### src/rtl/femto_clk_manager_pkg.sv
// Shared state encodings and sizing helpers for the FemtoRV clock manager.
package femto_clk_manager_pkg;

    // FSM state encodings (also exported on the debug state port)
    localparam logic [1:0] ST_WAIT_LOCK = 2'd0;
    localparam logic [1:0] ST_STABILISE = 2'd1;
    localparam logic [1:0] ST_RUN       = 2'd2;
    localparam logic [1:0] ST_LOST      = 2'd3;

    // Number of clk cycles the lock must stay high before release
    function automatic int unsigned stable_cycles(input int unsigned freq_mhz,
                                                  input int unsigned stable_us);
        return freq_mhz * stable_us;
    endfunction

    // Width of a counter able to hold values 0..n
    function automatic int unsigned cnt_width(input int unsigned n);
        return (n < 1) ? 1 : $clog2(n + 1);
    endfunction

endpackage

### src/rtl/femto_clk_manager_if.sv
// Lock input plus reset/strobe/status outputs of the clock manager.
interface femto_clk_manager_if #(
    parameter int unsigned NCHAN      = 2,
    parameter int unsigned LOSS_CNT_W = 8
);
    logic                  pll_locked;
    logic                  sys_reset;
    logic [NCHAN-1:0]      en;
    logic [LOSS_CNT_W-1:0] loss_count;
    logic [1:0]            state;

    // Clock manager side
    modport master (
        input  pll_locked,
        output sys_reset,
        output en,
        output loss_count,
        output state
    );

    // SoC / PLL wrapper side
    modport slave (
        output pll_locked,
        input  sys_reset,
        input  en,
        input  loss_count,
        input  state
    );
endinterface

### src/rtl/femto_clk_manager_nco.sv
// Single NCO channel: phase accumulator with a registered carry strobe.
module femto_nco #(
    parameter int unsigned ACC_W = 24
) (
    input  logic             clk,
    input  logic             reset,
    input  logic             run,
    input  logic [ACC_W-1:0] inc,
    output logic             en
);

    logic [ACC_W-1:0] acc;
    logic [ACC_W:0]   sum;

    // Accumulator plus increment, carry in the top bit
    always_comb begin
        sum = {1'b0, acc} + {1'b0, inc};
    end

    // Advance while running; otherwise park at zero so the next release ramps from 0
    always_ff @(posedge clk) begin
        if (reset) begin
            acc <= '0;
            en  <= 1'b0;
        end else if (run) begin
            acc <= sum[ACC_W-1:0];
            en  <= sum[ACC_W];
        end else begin
            acc <= '0;
            en  <= 1'b0;
        end
    end

endmodule

### src/rtl/femto_clk_manager.sv
// Post-PLL clock manager: lock qualification, SoC reset release, lock-loss
// counting and NCHAN NCO clock-enable strobes.
module femto_clk_manager
    import femto_clk_manager_pkg::*;
#(
    parameter int unsigned               FREQ_MHZ   = 40,
    parameter int unsigned               STABLE_US  = 10,
    parameter int unsigned               NCHAN      = 2,
    parameter int unsigned               ACC_W      = 24,
    parameter logic [NCHAN*ACC_W-1:0]    INC        = '0,
    parameter int unsigned               LOSS_CNT_W = 8
) (
    input  logic                clk,
    input  logic                reset,
    femto_clk_manager_if.master bus
);

    localparam int unsigned SC    = stable_cycles(FREQ_MHZ, STABLE_US);
    localparam int unsigned CNT_W = cnt_width(SC);

    logic                  sync_q1;
    logic                  lk_s;
    logic [1:0]            state;
    logic [1:0]            state_next;
    logic [CNT_W-1:0]      cnt;
    logic [CNT_W-1:0]      cnt_next;
    logic                  sys_reset_q;
    logic                  sys_reset_next;
    logic [LOSS_CNT_W-1:0] loss_q;
    logic [LOSS_CNT_W-1:0] loss_next;
    logic                  run;
    logic [NCHAN-1:0]      en_w;

    // Two-flop synchroniser for the asynchronous PLL lock
    always_ff @(posedge clk) begin
        if (reset) begin
            sync_q1 <= 1'b0;
            lk_s    <= 1'b0;
        end else begin
            sync_q1 <= bus.pll_locked;
            lk_s    <= sync_q1;
        end
    end

    // State, stable counter, registered reset output and loss counter
    always_ff @(posedge clk) begin
        if (reset) begin
            state       <= ST_WAIT_LOCK;
            cnt         <= '0;
            sys_reset_q <= 1'b1;
            loss_q      <= '0;
        end else begin
            state       <= state_next;
            cnt         <= cnt_next;
            sys_reset_q <= sys_reset_next;
            loss_q      <= loss_next;
        end
    end

    // Next-state logic; a lock drop always wins over reaching the count
    always_comb begin
        state_next = state;
        cnt_next   = cnt;
        loss_next  = loss_q;
        case (state)
            ST_WAIT_LOCK: begin
                cnt_next = '0;
                if (lk_s) state_next = ST_STABILISE;
            end
            ST_STABILISE: begin
                if (!lk_s) begin
                    state_next = ST_WAIT_LOCK;
                    cnt_next   = '0;
                end else if (cnt == CNT_W'(SC - 1)) begin
                    state_next = ST_RUN;
                    cnt_next   = '0;
                end else begin
                    cnt_next = cnt + CNT_W'(1);
                end
            end
            ST_RUN: begin
                if (!lk_s) state_next = ST_LOST;
            end
            ST_LOST: begin
                state_next = ST_WAIT_LOCK;
                if (loss_q != '1) loss_next = loss_q + LOSS_CNT_W'(1);
            end
            default: begin
                state_next = ST_WAIT_LOCK;
                cnt_next   = '0;
            end
        endcase
        sys_reset_next = (state_next != ST_RUN);
    end

    assign run = (state == ST_RUN);

    // One NCO per strobe channel
    for (genvar i = 0; i < NCHAN; i++) begin : g_nco
        femto_nco #(
            .ACC_W (ACC_W)
        ) u_nco (
            .clk   (clk),
            .reset (reset),
            .run   (run),
            .inc   (INC[i*ACC_W +: ACC_W]),
            .en    (en_w[i])
        );
    end

    assign bus.sys_reset  = sys_reset_q;
    assign bus.en         = en_w;
    assign bus.loss_count = loss_q;
    assign bus.state      = state;

endmodule
### src/flat_wrapper.sv
// flat-port wrapper written by rule: the top's interface ports become plain ports
module femto_clk_manager_flat import femto_clk_manager_pkg::*;
#(
    parameter int unsigned               FREQ_MHZ   = 40,
    parameter int unsigned               STABLE_US  = 10,
    parameter int unsigned               NCHAN      = 2,
    parameter int unsigned               ACC_W      = 24,
    parameter logic [NCHAN*ACC_W-1:0]    INC        = '0,
    parameter int unsigned               LOSS_CNT_W = 8
)
  (clk, reset, bus_pll_locked, bus_sys_reset, bus_en, bus_loss_count, bus_state);
  femto_clk_manager_if #(.NCHAN(NCHAN), .LOSS_CNT_W(LOSS_CNT_W)) bus_i ();
  input  logic clk;
  input  logic reset;
  input wire logic [$bits(bus_i.pll_locked)-1:0] bus_pll_locked;
  output wire logic [$bits(bus_i.sys_reset)-1:0] bus_sys_reset;
  output wire logic [$bits(bus_i.en)-1:0] bus_en;
  output wire logic [$bits(bus_i.loss_count)-1:0] bus_loss_count;
  output wire logic [$bits(bus_i.state)-1:0] bus_state;
  assign bus_i.pll_locked = bus_pll_locked;
  assign bus_sys_reset = bus_i.sys_reset;
  assign bus_en = bus_i.en;
  assign bus_loss_count = bus_i.loss_count;
  assign bus_state = bus_i.state;
  femto_clk_manager #(.FREQ_MHZ(FREQ_MHZ), .STABLE_US(STABLE_US), .NCHAN(NCHAN), .ACC_W(ACC_W), .INC(INC), .LOSS_CNT_W(LOSS_CNT_W)) u_core (.clk(clk), .reset(reset), .bus(bus_i));
endmodule
### config.mk
export PLATFORM = sky130hd
export DESIGN_NAME = femto_clk_manager_flat
export DESIGN_NICKNAME = d
export VERILOG_FILES = /design/src/rtl/femto_clk_manager_pkg.sv /design/src/rtl/femto_clk_manager_if.sv /design/src/rtl/femto_clk_manager_nco.sv /design/src/rtl/femto_clk_manager.sv /design/src/flat_wrapper.sv
export SDC_FILE = /design/constraint.sdc
export NUM_CORES = 1
export LEC_CHECK = 0
export CORE_UTILIZATION = 49
export CTS_CLUSTER_DIAMETER = 120
export DETAILED_ROUTE_END_ITERATION = 10
export GPL_TIMING_DRIVEN = 1
export HOLD_SLACK_MARGIN = 0.03
export PLACE_DENSITY = 0.82
export SYNTH_ARGS = -nofsm -noshare
export SYNTH_HDL_FRONTEND = slang
export SYNTH_SLANG_ARGS = --single-unit
### constraint.sdc
create_clock -name clk -period 2.1 [get_ports clk]
set_clock_uncertainty 0.15 [all_clocks]
set_input_delay 0.315 -clock clk [delete_from_list [all_inputs] [get_ports clk]]
set_output_delay 0.315 -clock clk [all_outputs]
set_load 0.05 [all_outputs]
# --- Word-level counts from Yosys, hierarchy flattened ---
# Index checks and enable logic that the tools add are counted.
op_classes:
  addsub: 2
  eq_ne: 6
  reduce_logical: 3
  n_mux: 8
ops:
  columns: ["operator", "n"]
  rows:
  - ["$mux 9", 2]
  - ["$pmux 9 s2", 1]
  - ["$add 9x1->9 const B", 1]
  - ["$eq 9x9->1 const B", 1]
  - ["$add 8x1->8 const B", 1]
  - ["$mux 2", 4]
  - ["$ne 8x8->1 const B", 1]
  - ["$pmux 2 s4", 1]
  - ["$eq 2x2->1 const B", 2]
  - ["$eq 2x1->1 const B", 1]
  - ["$logic_not 2->1", 1]
  - ["$ne 2x2->1 const B", 1]
  - ["$reduce_and 2->1", 1]
  - ["$reduce_bool 2->1", 1]
word_totals:
  reg_bits: 22
  output_inout_bits: 13
  wordCells: 25
  in_bits: 3

# --- Longest topological paths before layout ---
depth:
  word_depth: 5
  mapped_depth: 5
  ltp_nobuf: 5

# --- Cells and area by module ---
# Synthesis repeated with hierarchy kept, for this count alone.
unflattened:
  cells_unflattened: 608
  area_unflattened_um2: 5154.9
modules_own_cells:
  columns: ["mod", "cells_each", "area_per_inst_um2", "instances", "seq_area_each_um2"]
  rows:
  - ["femto_nco", 244, 2054.5, 2, 500.5]
  - ["femto_clk_manager", 120, 1046.0, 1, 440.4]

# --- Worst setup path after synthesis ---
# OpenSTA, ideal clock, no wires.
synth_path:
  path_kind: "reg2reg"
  startpoint: "register u_core.loss_q[0] (netlist: u_core.bus.loss_count[0])"
  endpoint: "register u_core.loss_q[1] (netlist: u_core.bus.loss_count[1])"
  arrival_time_ns: 1.691
  required_ns: 1.834
  slack_ns: 0.143
  path_stages_with_launch: 6
  period_less_slack_ns: 1.957
  path_buffers: 0
  setup_time_ns: 0.116
  cell_sequence: "dfxtp_1 > ha_1 > nand4_1 > o21ai_4 > mux2i_1 > nor2_1"
synth_via:
  elab_chain_len: 2
  word_cells_on_any_way: 3
  classes_between: "add/sub (1); eq/ne (1); reduce/logical (1)"
synth_lines:
  columns: ["item", "line", "source"]
  rows:
  - ["start: declaration", "femto_clk_manager.sv:29", "logic [LOSS_CNT_W-1:0] loss_q;"]
  - ["start signal: assignment", "femto_clk_manager.sv:56", "loss_q <= loss_next;"]
  - ["branches (longest 2 deep; another with $add 8x1->8)", null, null]
# Several ways; the timed one is not identified.
# A chain may end at the register's enable or synchronous reset.

# --- Worst setup path in the final report ---
layout_path:
  startpoint: "register u_core.sys_reset_q (netlist: u_core.bus.sys_reset)"
  endpoint: "output bus_sys_reset"
layout_rtl:
  columns: ["item", "line", "source"]
  rows:
  - ["start: declaration", "femto_clk_manager.sv:27", "logic sys_reset_q;"]
  - ["start signal: assignment", "femto_clk_manager.sv:55", "sys_reset_q <= sys_reset_next;"]
  - ["end: declaration", "flat_wrapper.sv:16", "output wire logic [$bits(bus_i.sys_reset)-1:0] bus_sys_reset;"]
# No word-level cell between the ends.

==> flow_summary_export.csv <==
group,metric,value,unit
clocking,cts_root_buf,"clkbuf_4",
yosys,synth-seq-cells,22,
yosys,ys.flop_type,"dfxtp_1",
detailed_routing,antenna_left,0,
worst_setup_path,reg2reg_from,"u_core.cnt[0]",
global_routing,grt_max_degree,15,
detailed_routing,wire_per_inst,13.3,um
cells_and_area,ff_latch_area,440,sq um
job,drv_cap,0,
cells_and_area,fillers,167,
global_routing,grt_usage,19.7,%
placed_design,gp_congestion,0.833,
power_and_ir_drop,seq_power_share,54.4,%
worst_setup_path,worstSetupEndpoint,"bus_sys_reset",
global_routing,grt.overflow.total,0,
worst_setup_path,worst-path-buf-inv,1,
worst_setup_path,crit_arrival,1.47,ns
power_and_ir_drop,switching_share,20.1,%
power_and_ir_drop,powerDensity,606,mW/mm^2
clocking,clk_latency,0.32,ns
sta,finalHoldViolCount,0,
detailed_routing,vias_per_cell,5.64,
worst_setup_path,path_cells,"clkdlybuf4s50_1",
placed_design,dpl.hpwl,1440,um
detailed_routing,wl_met1,982,um
sta,maxSlewViolCount,0,
worst_setup_path,start_kind,"register",
run_status,status,"finished, final reports clean",
detailed_routing,drc,0,
worst_setup_path,r2r_slack,0.20,ns
sta,fmax,517,MHz
detailed_routing,met3_length,82,um
sta,setup_tns,0,ns
cells_and_area,areaGrowthSynthToFinish,17.2,%
yosys,synthArstFlopShare,0,%
clocking,clk_pin_slew,0.13,ns
placed_design,dp_slack,0.189,ns
placed_design,portBuffers,13,
worst_setup_path,cp_max_fo,1,
detailed_routing,via_count,897,
power_and_ir_drop,p_leak,0.579,nW
worst_setup_path,critPathKind,"register to output pin",
cells_and_area,final_net_count,138,
clocking,cts_setup_buffers,0,
min_path,min_path_type,"register to register",
clocking,cts_tree,"built",
global_routing,grt_pass1_vias,899,
power_and_ir_drop,combPwrFrac,3.1,%
worst_setup_path,cp_top_family,"buffers and inverters",
worst_setup_path,cpPeakStageDelay,0.80,ns
clocking,clock-sinks,22,
yosys,netlist.area_leader.share,40.3,%
power_and_ir_drop,power.switching,0.156,mW
detailed_routing,wl_met2,1010,um
global_routing,grt_pass1_wl,3630,um
clocking,cts_made_buffers,3,
die,rows,16,
yosys,synth-edff-count,0,
worst_setup_path,worstSetupPathDepth,1,
detailed_routing,drtIter0Drc,32,
cells_and_area,drive_gt1_share,10.6,%
global_routing,antenna_found_initial,0,
worst_setup_path,reg2regPathDepth,5,
sta,postLayoutSetupSlackWorst,0.166,ns
yosys,netlist_area,0.00109,sq mm
die,ios,16,
detailed_routing,wirelength,2120,um
power_and_ir_drop,finalPower,0.776,mW
yosys,yosysSeqAreaShare,40.3,%
sta,fin_crit_sh,92.1,%
power_and_ir_drop,clkPwrFrac,42.5,%
die,die_x,49.2,um
sta,tightest_slew,0.508,ns
die,core,0.00202,sq mm
power_and_ir_drop,internal-power,0.620,mW
worst_setup_path,worstPathRequired,1.63,ns
die,dieHeight,49.2,um
cells_and_area,antenna_cells,0,
yosys,post_synth_inst_count,118,
clocking,htree_levels,1,
worst_setup_path,end_kind,"output pin",
yosys,syn_avg_cell_area,9.26,sq um
detailed_routing,top_layer,"met4",
power_and_ir_drop,ir_drop,0.424,mV
yosys,synthDistinctLibCells,42,
cells_and_area,multiInputGateArea,586,sq um
sta,slew_headroom,66.1,%
sta,rsz0062_at_grt,"no",
die,initial_core_util,54.0,%
worst_setup_path,critical_path.slowest_cell,"clkdlybuf4s50_1",
die,die-area,0.00242,sq mm
clocking,clock_path_buffers,2,
worst_setup_path,setup.worst_path.start,"u_core.bus.sys_reset",
yosys,synth_area_leader_cell,"dfxtp_1",
sta,setup_viol,0,
sta,finalCriticalPeriod,1.93,ns
yosys,yosys-top-cells-area,"dfxtp_1, nor2_1, xor2_1, or4_1, clkbuf_8",
yosys,yosysWarnings,0,
sta,whs,0.322,ns
worst_setup_path,reg2reg_to,"u_core.cnt[2]",
detailed_routing,drt-pass1-iter-count,4,
-- state kept, by name, indices dropped and copies added (netlist names) --
register               flops
u_core.cnt                 9
u_core.bus.loss_count      8
u_core.bus.state           2
u_core.bus.sys_reset       1
u_core.lk_s                1
u_core.sync_q1             1
-- synthesized netlist by cell type (all sizes together) (2+ instances only) --
library cell	n
a21oi	4
buf	3
clkbuf	3
dfxtp	22
ha	2
inv	3
nand2	5
nand3	6
nand4	3
nor2	18
nor2b	4
nor3	3
o211ai	3
o21ai	3
o31ai	3
or4	4
xnor2	3
xor2	7
-- power groups by stage --
stage / clock network (mW) / logic [mW] / registers (mW)
after detailed placement: 0 / 0.0237 / 0.431
final: 0.329 / 0.0241 / 0.422
after global routing: 0.356 / 0.0258 / 0.423
after floorplan: 0 / 0.0203 / 0.433
after global placement: 0 / 0.0236 / 0.431
after CTS: 0.336 / 0.0241 / 0.422
-- layout by cell type (no fill, tap or decap), drive strengths merged, types with 2 or more instances in the layout --
cell type      count
dlymetal6s2s       7
xnor2              3
buf                4
clkbuf             3
ha                 2
o211ai             3
xor2               7
nor2              18
nand3              6
nor3               3
o21ai              3
or4                4
dfxtp             22
nand4              3
conb               2
a21oi              4
clkdlybuf4s50      3
o31ai              3
nor2b              4
nand2              5
inv                3
-- logic make-up (layout without fill, tap and decap cells) --
group,Yosys count,in the layout,share of synthesized area (%)
AOI/OAI and AO/OA,19,19,12.7
xor gates and xnor gates,10,10,8.02
adders and majority gates,2,2,2.29
buffers and inverters,9,22,6.41
DFF,22,22,40.3
muxes,1,1,0.916
other,1,2,0.343
and+or+nand+nor,54,54,29.0
-- layer usage --
metal | track usage (%) | vias up
met5 | 0 | -
met1 | 22.2 | 415
met4 | 11.8 | 0
met2 | 33.3 | 27
met3 | 4.67 | 6
li1 | - | 449
-- per-stage QoR --
step	instances	cell area, sq um	utilization [%]
final	159	1280	63.3
after CTS	159	1260	62.4
after global placement	155	1210	59.9
after floorplan	119	1100	-
after global routing	159	1280	63.3
after detailed placement	155	1210	59.9
-- worst min path at each step --
stage	from	endpoint	cells after the start
final	u_core.lk_s	u_core.bus.sys_reset	1
after global routing	u_core.sync_q1	u_core.lk_s	1
after CTS	u_core.lk_s	u_core.bus.sys_reset	1
after detailed placement	u_core.sync_q1	u_core.lk_s	1
after global placement	u_core.sync_q1	u_core.lk_s	1
after floorplan	u_core.sync_q1	u_core.lk_s	1
-- area by class of cell --
cell class,instances,area share (%)
Clock buffer,3,1.76
Timing Repair Buffer,15,12.2
Clock inverter,1,2.35
Tap cell,27,2.64
Multi-Input combinational cell,88,45.7
Sequential cell,22,34.4
Inverter,3,0.880
-- what timing repair did --
action / CTS / global route
hold buffers: 0 / 0
setup endpoints to repair: 1 / 7
resized for setup: 1 / 7
pin swaps: 0 / 0
hold endpoints to repair: 0 / 0
Note: power is estimated with default switching activity, not from simulation.
